<file path="config.mk">
export PLATFORM = sky130hd
export DESIGN_NAME = satalnk_rxprim
export DESIGN_NICKNAME = d
export VERILOG_FILES = /design/src/rtl/satalnk_rxprim.sv
export SDC_FILE = /design/constraint.sdc
export NUM_CORES = 1
export LEC_CHECK = 0
export ABC_AREA = 1
export CAP_MARGIN = 0
export CORE_MARGIN = 1.5
export CORE_UTILIZATION = 40
export DETAILED_ROUTE_END_ITERATION = 8
export PLACE_DENSITY_LB_ADDON = 0.08
export SLEW_MARGIN = 15
export SYNTH_ARGS = -nofsm -noshare
export SYNTH_HDL_FRONTEND = slang
export SYNTH_SLANG_ARGS = --single-unit
</file>
<file path="constraint.sdc">
create_clock -name i_clk -period 2.14 [get_ports i_clk]
set_input_delay 0.535 -clock i_clk [delete_from_list [all_inputs] [get_ports i_clk]]
set_output_delay 0.535 -clock i_clk [all_outputs]
set_load 0.03 [all_outputs]
</file>
<file path="src/rtl/satalnk_rxprim.sv">
// SATA link-layer RX primitive processor: drops ALIGN, tracks CONT hold state,
// discards (or re-expands) scrambled junk during a hold, and keeps saturating statistics.
module satalnk_rxprim #(
  parameter logic [31:0] P_ALIGN    = 32'hBC4A4A7B,
  parameter logic [31:0] P_CONT     = 32'h7CAA9999,
  parameter bit          OPT_EXPAND = 1'b0,
  parameter int unsigned LGCOUNT    = 16
) (
  input  logic               i_clk,
  input  logic               i_reset_n,
  input  logic               i_cfg_en,
  input  logic               i_clear_counts,
  input  logic               i_valid,
  input  logic               i_primitive,
  input  logic [31:0]        i_data,
  output logic               o_valid,
  output logic               o_primitive,
  output logic [31:0]        o_data,
  output logic               o_hold,
  output logic [LGCOUNT-1:0] o_align_count,
  output logic [LGCOUNT-1:0] o_cont_count,
  output logic [LGCOUNT-1:0] o_err_count
);

  typedef enum logic [1:0] {
    ST_IDLE = 2'd0,
    ST_PRIM = 2'd1,
    ST_HOLD = 2'd2
  } state_t;

  state_t      r_state;
  state_t      w_state_nxt;
  logic [31:0] r_held;
  logic [31:0] w_held_nxt;

  logic        w_is_align;
  logic        w_is_cont;
  logic        w_is_oprim;
  logic        w_is_word;

  logic        w_valid_nxt;
  logic        w_prim_nxt;
  logic [31:0] w_data_nxt;

  logic        w_inc_align;
  logic        w_inc_cont;
  logic        w_inc_err;

  logic               r_valid;
  logic               r_prim;
  logic [31:0]        r_data;
  logic [LGCOUNT-1:0] r_align_count;
  logic [LGCOUNT-1:0] r_cont_count;
  logic [LGCOUNT-1:0] r_err_count;

  // Input classification; a data word carrying a primitive's value is still data.
  always_comb begin
    w_is_align = i_valid && i_primitive && (i_data == P_ALIGN);
    w_is_cont  = i_valid && i_primitive && (i_data == P_CONT);
    w_is_oprim = i_valid && i_primitive && !w_is_align && !w_is_cont;
    w_is_word  = i_valid && !i_primitive;
  end

  // State register
  always_ff @(posedge i_clk) begin
    if (!i_reset_n) begin
      r_state <= ST_IDLE;
      r_held  <= '0;
    end else begin
      r_state <= w_state_nxt;
      r_held  <= w_held_nxt;
    end
  end

  // Next-state logic
  always_comb begin
    w_state_nxt = r_state;
    w_held_nxt  = r_held;
    if (!i_cfg_en) begin
      w_state_nxt = ST_IDLE;
    end else if (w_is_cont) begin
      if (r_state == ST_PRIM) begin
        w_state_nxt = ST_HOLD;
      end
    end else if (w_is_oprim) begin
      w_state_nxt = ST_PRIM;
      w_held_nxt  = i_data;
    end else if (w_is_word) begin
      if (r_state != ST_HOLD) begin
        w_state_nxt = ST_IDLE;
      end
    end
  end

  // Output logic (registered below to give exactly one stage of latency)
  always_comb begin
    w_valid_nxt = 1'b0;
    w_prim_nxt  = 1'b0;
    w_data_nxt  = '0;
    if (i_valid && !w_is_align) begin
      if (i_cfg_en && w_is_cont) begin
        w_valid_nxt = 1'b0;
      end else if (i_cfg_en && w_is_word && (r_state == ST_HOLD)) begin
        if (OPT_EXPAND) begin
          w_valid_nxt = 1'b1;
          w_prim_nxt  = 1'b1;
          w_data_nxt  = r_held;
        end
      end else begin
        w_valid_nxt = 1'b1;
        w_prim_nxt  = i_primitive;
        w_data_nxt  = i_data;
      end
    end
  end

  always_ff @(posedge i_clk) begin
    if (!i_reset_n) begin
      r_valid <= 1'b0;
      r_prim  <= 1'b0;
      r_data  <= '0;
    end else begin
      r_valid <= w_valid_nxt;
      r_prim  <= w_prim_nxt;
      r_data  <= w_data_nxt;
    end
  end

  always_comb begin
    w_inc_align = w_is_align;
    w_inc_cont  = w_is_cont;
    w_inc_err   = w_is_cont && i_cfg_en && (r_state == ST_IDLE);
  end

  // Saturating statistics; a clear overrides a coincident increment.
  always_ff @(posedge i_clk) begin
    if (!i_reset_n || i_clear_counts) begin
      r_align_count <= '0;
      r_cont_count  <= '0;
      r_err_count   <= '0;
    end else begin
      if (w_inc_align && (r_align_count != '1)) begin
        r_align_count <= r_align_count + LGCOUNT'(1);
      end
      if (w_inc_cont && (r_cont_count != '1)) begin
        r_cont_count <= r_cont_count + LGCOUNT'(1);
      end
      if (w_inc_err && (r_err_count != '1)) begin
        r_err_count <= r_err_count + LGCOUNT'(1);
      end
    end
  end

  assign o_valid       = r_valid;
  assign o_primitive   = r_prim;
  assign o_data        = r_data;
  assign o_hold        = (r_state == ST_HOLD);
  assign o_align_count = r_align_count;
  assign o_cont_count  = r_cont_count;
  assign o_err_count   = r_err_count;

endmodule

</file>
==> metrics.md, run 1 <==
| Metric | Value |
|---|---|
| Status | `finished clean` |
| Ratio of final minimum period to clock period | `between 90% and 100%` |
| Dpl ws | `-157 ps` |
| WP data arrival | `roughly 1500 ps` |
| Clk pwr share | `around two fifths` |
| Post-synth cell types | `31` |
| Synth area leaders | `dfxtp_1 (39%), nand2_1 (13%), nor2_1 (10%)` |
| Overflow after GRT | `0` |
| H-tree depth | `3` |
| Hold violation total from the final report | `0` |
| Layout area overhead | `43.2%` |
| Site Rows | `37` |
| Vias | `4,379` |
| WL/cell | `between 10 and 15 µm` |
| Mapped cell area | `about 4300 µm²` |
| Worst path top cell family by delay | `buffers and inverters` |
| Clock Skew | `a little over 9 ps` |
| Final Critical Period | `~2100 ps` |
| Critical path fanouts, max | `6` |
| Die Span X | `roughly 110 µm` |
| Worst VDD drop | `~260 µV` |
| Number of synthesized register bits | `84` |
| Antenna violations before repair | `0` |
| Syn Inst Count | `between 600 and 700` |
| Syn Nets | `673` |
| Switching share of total power | `a little under a quarter` |
| Ant. Diodes | `0` |
| Total placed cells including tap cells | `between 900 and 1,000` |
| Fin Setup TNS | `0 ps` |
| Sequential share of the synthesized area | `between 30 and 40%` |
| Critical Path RT | `roughly 1600 ps` |
| Final Slew Violations | `0` |
| Final setup viols | `0` |
| Switching power | `0.756 mW` |
| Logic pwr share | `10.5%` |
| Relative slew margins | `74.1%` |
| Die ar. | `about 11,000 µm²` |
| Slowest cell delay on critical path | `approximately 730 ps` |
| Core Box Area | `~10,000 µm²` |
| Clock transition at path regs | `approximately 80 ps` |
| CP bufs+invs | `1` |
| Startpoint Class | `register` |
| Root buf cell | `clkbuf_8` |
| Sink Count | `84` |
| Critical path cell sequence | `clkdlybuf4s50_1` |
| Port buffer count | `120` |
| Yosys Warn Count | `0` |
| Fin cells | `930` |
| Nets | `slightly above 800` |
| Clock Path Buffers | `2` |
| CTS tree | `yes` |
| Drt drc | `0` |
| Total power | `roughly 3.2 mW` |
| RSZ-0062 raised after global routing | `no` |
| HPWL Detailed | `between 8000 and 9000 µm` |
| Worst Hold Class | `reg2reg` |
| Synth Flop Type | `dfxtp_1` |
| Initial Utilization | `roughly two fifths` |
| Ports | `121` |
| Most frequent cell after synthesis | `nand2_1` |
| Global-route wire length before repair | `around 19,000 µm` |
| RD Place Congestion | `0.874` |
| Lkg Pwr | `around 2.5 nW` |
| Fmax | `481 MHz` |
| Mean number of vias per cell | `between 4 and 5` |
| Post-synth EDFFs | `0` |
| P_int | `2.41 mW` |
| Tightest Pin Transition | `~390 ps` |
| Vias in the first global route | `roughly 4,000` |
| Crit. End Element | `primary output` |
| Fraction of registers with async set/reset | `0%` |
| Post-route setup slack | `62.6 ps` |
| Max Cap Violations | `0` |
| Routed Antenna Nets | `0` |
| Sequential power share | `between 50% and 60%` |
| Worst skew pair latency | `~370 ps` |
| Total Wirelength | `11,300 µm` |
| Total GRT Usage | `20.6%` |
| Cell accounting for the most synthesized area | `dfxtp_1` |
| Crit Path Category | `reg2out` |
| TritonCTS Buffers | `9` |
| Layout cell share with drive strength beyond 1 | `around a tenth` |
| Yosys top cell area share | `approximately two fifths` |
| Starting DRT DRC Count | `120` |
| Pre-Repair DR Iteration Count | `5` |
| Avg Synthesized Cell Area | `6.77 µm²` |
| Pwr/cell area | `around 520 nW/µm²` |
| Top cells by count, synth | `nand2_1 (147), nor2_1 (115), inv_1 (85)` |
| Die height | `approximately 110 µm` |
| Largest net degree at the start of global routing | `27` |
| Slowest stage cell on the critical path | `clkdlybuf4s50_1` |
## sequential cells by signal, summed over array words and instances, names as in the netlist
register	count
o_valid	1
o_cont_count	16
r_state	2
o_data	32
o_primitive	1
o_err_count	16
o_align_count	16
## layout make-up
class                   instances  area (µm²)
fillers                       994        4240
inverters                      87         327
multi-input cells             445        2160
clock inverters                 3        42.5
repair buffers                162        1570
flip-flops and latches         84        1680
well taps                     136         170
clock buffers                  13         179
## timing repair
action | CTS | global route
setup buffers | 0 | 0
endpoints found under the setup margin | 1 | 3
gates resized for setup | 1 | 3
endpoints found under the hold margin | 0 | 0
hold buffers | 0 | 0
## routing by layer
metal  GRT usage (%)  vias to the layer above  part of all wire, %
met1            27.0                     1965                   47
met5               0                        -                    0
met4            8.10                        0                  1.5
met3            3.25                       12                  5.6
met2            34.0                      112                   46
li1                -                     2290                    -
## power groups by stage
stage / Clock, mW / Combinational (mW) / Sequential (mW)
global route: 1.34 / 0.358 / 1.60
finish: 1.24 / 0.331 / 1.59
detailed placement: 0 / 0.332 / 1.63
global placement: 0 / 0.332 / 1.63
floorplan: 0 / 0.0917 / 1.69
CTS: 1.28 / 0.334 / 1.60
## logic make-up after synthesis
group                    Yosys count  synth area share, %
adder cells (fa/ha/maj)            3                0.877
AO/OA/AOI/OAI                     37                 4.42
AND/OR/NAND/NOR                  380                 40.0
flip-flops                        84                 39.3
buffers and inverters            103                 10.3
XOR/XNOR                          25                 5.12
## through the flow
step | hold slack [ps] | instance area [µm²] | util, %
detailed placement | 457 | 5900 | 56.9
global placement | 462 | 5900 | 56.9
global route | 494 | 6130 | 59.1
CTS | 470 | 6120 | 59.0
floorplan | 489 | 4280 | -
finish | 466 | 6130 | 59.1
## cells in the final DEF (no fill, tap or decap), types with 4 or more instances in the layout
cell / count
o21ai_0: 7
xor2_1: 15
nand4_1: 15
nor3_1: 18
a21oi_1: 29
nand2_1: 147
clkdlybuf4s50_1: 116
inv_1: 85
buf_12: 4
nor2_2: 5
nand3_1: 60
buf_4: 38
xnor2_1: 10
dfxtp_1: 84
clkbuf_8: 13
nor2_1: 115
## worst paths after layout
| path | cells past startpoint | end | startpoint | slack (ps) |
|---|---|---|---|---|
| setup / recovery | 1 | o_cont_count[3] | o_cont_count[3] | 60 |
| hold / removal | 2 | o_err_count[5] | o_err_count[5] | 470 |
| setup reg to reg | 11 | o_err_count[8] | o_err_count[0] | 370 |
| hold reg to reg | 2 | o_err_count[5] | o_err_count[5] | 470 |
(Power assumes the default switching activity.)
==> inputs of run 2 (changes only) <==
--- a/config.mk
+++ b/config.mk
@@ -11,6 +11,8 @@
 export CORE_UTILIZATION = 40
 export DETAILED_ROUTE_END_ITERATION = 8
 export PLACE_DENSITY_LB_ADDON = 0.08
+export REMOVE_ABC_BUFFERS = 1
+export SETUP_SLACK_MARGIN = 0.02
 export SLEW_MARGIN = 15
 export SYNTH_ARGS = -nofsm -noshare
 export SYNTH_HDL_FRONTEND = slang
==> metrics.md, run 2 (synthesis gave the netlist of run 1 again) <==
| Metric | Value |
|---|---|
| Hold Buf Count CTS | `0 (unchanged)` |
| Site Rows | `37 (unchanged)` |
| Final setup viols | `0 (unchanged)` |
| HPWL Detailed | `8760 µm (+0.91%)` |
| Ratio of final minimum period to clock period | `97.0% (about the same)` |
| Root buf cell | `clkbuf_8` |
| WL/cell | `12.5 µm (+3.6%)` |
| Status | `finished clean` |
| CTS tree | `yes` |
| Hold path depth | `2 (unchanged)` |
| Slowest stage cell on the critical path | `clkdlybuf4s50_1` |
| Drt drc | `0 (unchanged)` |
| Vias | `4,412 (+0.75%)` |
| Core Box Area | `10,400 µm² (unchanged)` |
| Initial Utilization | `41.3% (unchanged)` |
| Worst skew pair latency | `360 ps (about the same)` |
| Critical Path Start | `o_cont_count[3]` |
| Final Slew Violations | `0 (unchanged)` |
| CP bufs+invs | `1 (unchanged)` |
| Startpoint Class | `register` |
| Crit. End Element | `primary output` |
| TritonCTS Buffers | `9 (unchanged)` |
| Max Cap Violations | `0 (unchanged)` |
| Ports | `121 (unchanged)` |
| Fill cells | `1,004 (+1.0%)` |
| Ant. Diodes | `0 (unchanged)` |
| Critical Path RT | `1600 ps (about the same)` |
| Worst path top cell family by delay | `buffers and inverters` |
| Port buffer count | `120 (unchanged)` |
| Total Wirelength | `11,600 µm (+3.0%)` |
| Layout area overhead | `43.5%` |
| Worst Hold Class | `reg2reg` |
| Mean number of vias per cell | `4.77 (+1.4%)` |
| RSZ-0062 raised after global routing | `no` |
| Slowest cell delay on critical path | `720 ps (about the same)` |
| Max reg flops | `32 (unchanged)` |
| Placed instance area | `5870 µm² (-0.55%)` |
| Critical path cell sequence | `clkdlybuf4s50_1` |
| Largest net degree at the start of global routing | `27 (unchanged)` |
| Total placed cells including tap cells | `908 (-0.66%)` |
| RR Endpoint | `o_err_count[3]` |
| Commonest non-fill, non-tap cells in the layout | `nand2_1 (147), nor2_1 (113), clkdlybuf4s50_1 (112)` |
| R2R Setup Slk | `340 ps (-30 ps)` |
| WP depth | `1 (unchanged)` |
| Finished Cell Area | `6140 µm² (+0.20%)` |
| Lkg Pwr | `2.53 nW (+2.3%)` |
| Leading cell type in the layout, fill and taps excluded | `nand2_1` |
| Antenna violations before repair | `0 (unchanged)` |
| Routed Antenna Nets | `0 (unchanged)` |
| Pre-Repair DR Iteration Count | `8 (+3)` |
| Worst VDD drop | `265 µV (+2.4%)` |
| Critical path fanouts, max | `6 (unchanged)` |
| Pwr/cell area | `545 nW/µm² (+5.4%)` |
| Sink Count | `84 (unchanged)` |
| Overflow after GRT | `0 (unchanged)` |
| Relative slew margins | `76.8% (+2.7 points)` |
| Die Span X | `106 µm (unchanged)` |
| Tightest Pin Transition | `347 ps (-38.7 ps)` |
| Layout cell share with drive strength beyond 1 | `9.64% (-0.56 points)` |
| Final Critical Period | `2080 ps (-1.64 ps)` |
| Clock transition at path regs | `90 ps (about the same)` |
| Nets | `824 (-0.72%)` |
| Clock Skew | `10.3 ps (+1.08 ps)` |
| RD Place Congestion | `0.899 (+2.9%)` |
| Die ar. | `11,300 µm² (unchanged)` |
| Crit Path Category | `reg2out` |
| Starting DRT DRC Count | `178 (+48%)` |
| Fin cells | `924 (-0.65%)` |
| Die height | `106 µm (unchanged)` |
| Worst Setup EP | `o_cont_count[3]` |
| WP data arrival | `1540 ps (about the same)` |
| Vias in the first global route | `4,071 (+0.99%)` |
| Reg2Reg Launch Point | `o_err_count[1]` |
| Fmax | `482 MHz (about the same)` |
| Worst R2R Path Depth | `11 (unchanged)` |
| H-tree depth | `3 (unchanged)` |
| Global-route wire length before repair | `19,000 µm (+2.3%)` |
| Total GRT Usage | `21.0% (+0.37 points)` |
| Hold violation total from the final report | `0 (unchanged)` |
| Clock Path Buffers | `2 (unchanged)` |
[run 2: area by class of cell]
type | count | area, µm² | area share [%]
clock buffer | 12 | 155 | 2.53
clock inverter | 4 | 95.1 | 1.55
inverter | 87 | 327 | 5.32
multi-input combinational | 445 | 2170 | 35.3
sequential | 84 | 1680 | 27.4
tap | 136 | 170 | 2.77
timing repair buffer | 156 | 1550 | 25.2
[run 2: stage by stage]
stage	hold slack [ps]	total power, mW	worst slack [ps]	TNS [ps]	util (%)
after detailed placement	477	1.96	-228	-12400	56.6
final	485	3.35	64.2	0	59.2
after floorplan	489	1.77	103	0	-
after global routing	499	3.48	20.8	0	59.2
after CTS	490	3.38	33.0	0	59.0
after global placement	459	1.96	-183	-11780	56.6
[run 2: report_power, final]
| group | internal, mW | total (mW) | switching (mW) |
|---|---|---|---|
| registers | 1.59 | 1.60 | 0.00734 |
| clock network | 0.838 | 1.42 | 0.579 |
| logic | 0.159 | 0.333 | 0.174 |
[run 2: metal layers]
metal	vias up	track usage (%)	routed length [µm]	part of all wire, %
met5	-	0	0	0
met4	0	7.33	205	1.8
met3	17	3.92	739	6.4
met2	137	34.2	5230	45
met1	1978	27.7	5420	47
li1	2280	-	-	-
[run 2: worst min-delay path, delay by kind of cell (launching register included)]
kind                   cells  cell delay (ps)
DFF                        1              340
AOI/OAI and AO/OA          1               50
buffers and inverters      1               60
[run 2: worst min-delay path by stage]
| stage | start | endpoint | slack, ps |
|---|---|---|---|
| floorplan | r_state[0] | r_state[0] | 490 |
| global placement | o_err_count[5] | o_err_count[5] | 460 |
| detailed placement | o_err_count[5] | o_err_count[5] | 480 |
| CTS | o_err_count[5] | o_err_count[5] | 490 |
| global route | o_err_count[5] | o_err_count[5] | 500 |
| finish | o_err_count[5] | o_err_count[5] | 480 |
[run 2: what timing repair did]
action | in CTS | in global routing
setup buffers | 0 | 0
resized for setup | 2 | 9
pin swaps | 0 | 0
setup endpoints to repair | 2 | 14
